## config.mk

```make
export PLATFORM = sky130hd
export DESIGN_NAME = complex_mult_seq
export DESIGN_NICKNAME = d
export VERILOG_FILES = /design/src/rtl/cmplx_pkg.sv /design/src/rtl/real_mult.sv /design/src/rtl/complex_mult_seq.sv
export SDC_FILE = /design/constraint.sdc
export NUM_CORES = 1
export LEC_CHECK = 0
export ABC_AREA = 1
export CAP_MARGIN = 5
export CORE_MARGIN = 4
export CORE_UTILIZATION = 62
export DETAILED_ROUTE_END_ITERATION = 8
export GPL_ROUTABILITY_DRIVEN = 0
export PLACE_DENSITY = 0.84
export REMOVE_ABC_BUFFERS = 1
export SETUP_SLACK_MARGIN = 0.4
export SYNTH_ARGS = -nofsm -noshare
export SYNTH_HDL_FRONTEND = slang
export SYNTH_HIERARCHICAL = 1
export SYNTH_SLANG_ARGS = --single-unit
```

## constraint.sdc

```tcl
create_clock -name clk -period 8.25 [get_ports clk]
set_input_delay 0.825 -clock clk [delete_from_list [all_inputs] [get_ports clk]]
set_output_delay 0.825 -clock clk [all_outputs]
set_load 0.02 [all_outputs]
```

## src/rtl/cmplx_pkg.sv

```systemverilog
// Shared types and width helpers for the sequential complex multiplier.
// Widths are derived from the operand width so every file agrees on them.
package cmplx_pkg;

    typedef enum logic [2:0] {
        IDLE,
        MUL0,
        MUL1,
        MUL2,
        MUL3,
        DONE
    } state_t;

    localparam int DEFAULT_DATA_WIDTH = 16;

    function automatic int prod_width(input int dw);
        return 2 * dw;
    endfunction

    function automatic int res_width(input int dw);
        return 2 * dw + 1;
    endfunction

    localparam int PROD_W = prod_width(DEFAULT_DATA_WIDTH);
    localparam int RES_W  = res_width(DEFAULT_DATA_WIDTH);

endpackage

```

## src/rtl/real_mult.sv

```systemverilog
// Combinational signed DATA_WIDTH x DATA_WIDTH multiplier shared by all partial products.
// Kept as its own module so a pipelined multiplier can be dropped in later.
module real_mult
    import cmplx_pkg::*;
#(
    parameter int DATA_WIDTH = 16
) (
    input  logic signed [DATA_WIDTH-1:0]             a_i,
    input  logic signed [DATA_WIDTH-1:0]             b_i,
    output logic signed [prod_width(DATA_WIDTH)-1:0] p_o
);

    assign p_o = a_i * b_i;

endmodule

```

## src/rtl/complex_mult_seq.sv

```systemverilog
// Sequencer for p = a*b over complex operands using a single shared real multiplier.
// Four partial products are formed in four consecutive states, then the result is held until taken.
module complex_mult_seq
    import cmplx_pkg::*;
#(
    parameter int DATA_WIDTH = 16
) (
    input  logic                                    clk,
    input  logic                                    rst,
    input  logic                                    in_valid,
    output logic                                    in_ready,
    input  logic signed [DATA_WIDTH-1:0]            a_re,
    input  logic signed [DATA_WIDTH-1:0]            a_im,
    input  logic signed [DATA_WIDTH-1:0]            b_re,
    input  logic signed [DATA_WIDTH-1:0]            b_im,
    output logic                                    out_valid,
    input  logic                                    out_ready,
    output logic signed [res_width(DATA_WIDTH)-1:0] p_re,
    output logic signed [res_width(DATA_WIDTH)-1:0] p_im,
    output logic                                    busy
);

    localparam int PROD_WIDTH = prod_width(DATA_WIDTH);
    localparam int RES_WIDTH  = res_width(DATA_WIDTH);

    state_t state_q;

    logic signed [DATA_WIDTH-1:0] a_re_q;
    logic signed [DATA_WIDTH-1:0] a_im_q;
    logic signed [DATA_WIDTH-1:0] b_re_q;
    logic signed [DATA_WIDTH-1:0] b_im_q;

    logic signed [RES_WIDTH-1:0] acc_re_q;
    logic signed [RES_WIDTH-1:0] acc_im_q;
    logic signed [RES_WIDTH-1:0] p_re_q;
    logic signed [RES_WIDTH-1:0] p_im_q;

    logic in_ready_q;
    logic out_valid_q;
    logic busy_q;

    logic signed [DATA_WIDTH-1:0] mul_a;
    logic signed [DATA_WIDTH-1:0] mul_b;
    logic signed [PROD_WIDTH-1:0] prod;
    logic signed [RES_WIDTH-1:0]  prod_ext;

    // Operand selection depends on state alone; IDLE and DONE feed zeros.
    always_comb begin
        mul_a = '0;
        mul_b = '0;
        case (state_q)
            MUL0: begin
                mul_a = a_re_q;
                mul_b = b_re_q;
            end
            MUL1: begin
                mul_a = a_im_q;
                mul_b = b_im_q;
            end
            MUL2: begin
                mul_a = a_re_q;
                mul_b = b_im_q;
            end
            MUL3: begin
                mul_a = a_im_q;
                mul_b = b_re_q;
            end
            default: begin
                mul_a = '0;
                mul_b = '0;
            end
        endcase
    end

    real_mult #(
        .DATA_WIDTH(DATA_WIDTH)
    ) u_real_mult (
        .a_i(mul_a),
        .b_i(mul_b),
        .p_o(prod)
    );

    assign prod_ext = {prod[PROD_WIDTH-1], prod};

    always_ff @(posedge clk) begin
        if (rst) begin
            state_q     <= IDLE;
            a_re_q      <= '0;
            a_im_q      <= '0;
            b_re_q      <= '0;
            b_im_q      <= '0;
            acc_re_q    <= '0;
            acc_im_q    <= '0;
            p_re_q      <= '0;
            p_im_q      <= '0;
            in_ready_q  <= 1'b1;
            out_valid_q <= 1'b0;
            busy_q      <= 1'b0;
        end else begin
            case (state_q)
                IDLE: begin
                    if (in_valid && in_ready_q) begin
                        a_re_q     <= a_re;
                        a_im_q     <= a_im;
                        b_re_q     <= b_re;
                        b_im_q     <= b_im;
                        in_ready_q <= 1'b0;
                        busy_q     <= 1'b1;
                        state_q    <= MUL0;
                    end
                end
                MUL0: begin
                    acc_re_q <= prod_ext;
                    state_q  <= MUL1;
                end
                MUL1: begin
                    p_re_q  <= acc_re_q - prod_ext;
                    state_q <= MUL2;
                end
                MUL2: begin
                    acc_im_q <= prod_ext;
                    state_q  <= MUL3;
                end
                MUL3: begin
                    p_im_q      <= acc_im_q + prod_ext;
                    out_valid_q <= 1'b1;
                    state_q     <= DONE;
                end
                DONE: begin
                    if (out_ready) begin
                        out_valid_q <= 1'b0;
                        in_ready_q  <= 1'b1;
                        busy_q      <= 1'b0;
                        state_q     <= IDLE;
                    end
                end
                default: begin
                    out_valid_q <= 1'b0;
                    in_ready_q  <= 1'b1;
                    busy_q      <= 1'b0;
                    state_q     <= IDLE;
                end
            endcase
        end
    end

    assign in_ready  = in_ready_q;
    assign out_valid = out_valid_q;
    assign busy      = busy_q;
    assign p_re      = p_re_q;
    assign p_im      = p_im_q;

endmodule

```

==> results_dict.tcl <==
set metrics [dict create \
    status "finished with violations" \
    violations "design-rule violations" \
    initial_core_util 0.629 \
    cp_slowest_cell "fa_1" \
    placedCellCount 3961 \
    rows 70 \
    synth.area.mux_share 0 \
    synth_area_per_cell_um2 6.71 \
    whs_path_depth 2 \
    cts_tree "yes" \
    r2r_start "state_q[1]" \
    whs_ns 0.458 \
    crit_fanout 18 \
    clock_latency_ns 0.50 \
    detail-route-antenna-nets 0 \
    io-pin-count 137 \
    detail_route.vias_per_cell 5.56 \
    track_usage 0.316 \
    cts_buffers 17 \
    clk_pin_slew_ns 0.09 \
    finalPower_mw 9.77 \
    grt_pass1_vias 22200 \
    relSlewSlack 0.234 \
    wl_per_cell_um 16.7 \
    drtIter0Drc 2293 \
    area_growth_pct 17.8 \
    pre_cts_ws_ns 0.0859 \
    vias 22500 \
    final_common_cell "nand2_1" \
    period_needed_ns 7.71 \
    maxSlewViolCount 0 \
    chipHeight_um 201 \
    min_to "b_im_q[13]" \
    report.final.setup_viol 0 \
    wirelength_met1_um 26100 \
    rsz0062_at_grt "true" \
    num-fill-cells 2631 \
    hp-class "reg -> reg" \
    fin_ws_ns 0.542 \
    leakage_nw 15.1 \
    drtPass1Iterations 9 \
    portBuffers 136 \
    wl_met3_um 6450 \
    final_util 0.740 \
    num-nets-final 4044 \
    routed_wl_um 67400 \
    antenna_found_initial 0 \
    drv_cap 0 \
    ys_seq_area_frac 0.174 \
    fmax_ghz 0.130 \
    antenna_cells 0 \
    r2r_end "p_im[28]" \
    critPathMaxStageDelay_ns 0.52 \
    start_kind "flop" \
    drive_above_1_share 0.101 \
    crit_required_ns 8.64 \
    postSynthCellCount 3431 \
    clock_skew_ns 0.0206 \
    synth-simple-area-share 0.228 \
    yosys_warnings 6 \
    cts_buffer_depth 2 \
    worstSetupEndpointType "flop" \
    syn_area_um2 23000 \
    die_width_um 201 \
    htreeDepth 4 \
    synthXorXnorAreaFrac 0.0179 \
    coreArea_um2 36600 \
    cts_hold_buf 0 \
    power_density_nw_per_um2 360 \
    ff2ff_path_depth 37 \
    die_area_um2 40300 \
    dr.max_layer_used "met4" \
    arrival_ns 8.10 \
    drc_errors 1 \
    grt_start_max_net_pins 111 \
    dp_hpwl_um 49400 \
    tightest_slew_ns 1.15 \
    synth_compound_area_frac 0.105 \
    worst-setup-path-type "reg -> reg" \
    final_cell_mix "nand2_1, inv_1, fa_1, dfxtp_1, a21oi_1" \
    grt_pass1_wl_um 106000 \
    hold_viol 0 \
    synth_seq_cells 200 \
    yosys.area_share.adder 0.309 \
    final_cells 4047 \
    hold_path_startpoint "b_im_q[13]" \
    ys_types 36 \
    wl_met2_um 30900 \
    irDropWorstVdd_uv 309 \
    cts_sinks 200 \
    crit_path_frequent_cell "nand2_1" \
    synth_top_family_by_area "adder cells" \
    globalRouteOverflowTotal 0 \
    min_period_over_period 0.934 \
    root_buffer "clkbuf_16" \
    r2r_slack_ns 0.54 \
]
-- cells by family after synthesis --
family / count (synthesis)
buf+inv: 1011
compound gates: 454
xor+xnor: 47
flops: 200
fa+ha+maj: 410
simple gates: 1309
-- how the worst max path moves through the flow --
stage / from / cells after the start / end / slack, ns
4_1_cts: state_q[1] / 37 / p_re[28] / 0.40
3_5_place_dp: state_q[0] / 37 / p_re[32] / 0.09
5_1_grt: state_q[0] / 40 / p_re[28] / 0.21
6_report: state_q[1] / 37 / p_im[28] / 0.54
3_3_place_gp: state_q[0] / 39 / p_re[31] / 0.33
2_1_floorplan: state_q[1] / 37 / p_re[28] / -0.81
-- metrics by stage --
step	setup TNS, ns	area [um^2]
global route	0	27100
finish	0	27100
floorplan	-17.88	22500
global placement	0	24900
CTS	0	25700
detailed placement	0	24900
-- worst max-delay path: cells and delay by family (launching register included) --
kind,cells,cell delay [ns]
fa+ha+maj,8,3.56
simple gates,16,1.88
buf+inv,11,1.28
flops,1,0.40
xor+xnor,1,0.24
compound gates,1,0.20
-- metal layers --
layer	track usage	vias up
met3	0.0586	336
li1	-	10400
met2	0.522	1297
met4	0.144	0
met1	0.405	10400
met5	0	-
-- flip-flops by register name (all words and copies together) (netlist names) --
| register | count |
|---|---|
| p_im | 33 |
| out_valid | 1 |
| a_re_q | 16 |
| state_q | 3 |
| p_re | 33 |
| acc_re_q | 32 |
| b_im_q | 16 |
| acc_im_q | 32 |
| in_ready | 1 |
| b_re_q | 16 |
| a_im_q | 16 |
| busy | 1 |
-- Yosys cell counts (all sizes together) --
master  count  share of area
a21oi     202          0.044
buf        14         0.0034
o22ai      32         0.0087
inv       887           0.14
nor2      230          0.040
nand3b      3        0.00098
dfxtp     200           0.17
nor3       14         0.0035
a31oi       1        0.00027
nand4      20         0.0054
o21bai     24         0.0078
fa        264           0.23
a21o        3        0.00098
xnor2       6         0.0023
o311ai      1        0.00038
o21ai     176          0.038
o211ai      2        0.00065
ha        146          0.079
clkinv      2        0.00033
and2        5         0.0014
or2         6         0.0016
nand3     111          0.025
nand2     920           0.15
o21a       13         0.0042
xor2       41          0.016
clkbuf    108          0.018
-- cell type report --
cell class | instances | area [um^2] | area share
inverters | 889 | 3340 | 0.123
well taps | 468 | 586 | 0.0216
flip-flops and latches | 200 | 4010 | 0.148
clock inverters | 15 | 194 | 0.00715
repair buffers | 238 | 2300 | 0.0847
clock buffers | 17 | 425 | 0.0157
multi-input cells | 2220 | 16300 | 0.600
-- what timing repair did --
| action | CTS | global route |
|---|---|---|
| resized for setup | 29 | 236 |
| endpoints found under the setup margin | 25 | 40 |
| setup buffers | 5 | 46 |
| gates cloned | 0 | 3 |
| pin swaps | 3 | 44 |
-- power by group --
group          internal (mW)  switching, mW
registers               1.31          0.170
logic                   2.64           4.75
clock network          0.416          0.486
total                   4.36           5.40
Power figures use the tool's default switching activity.
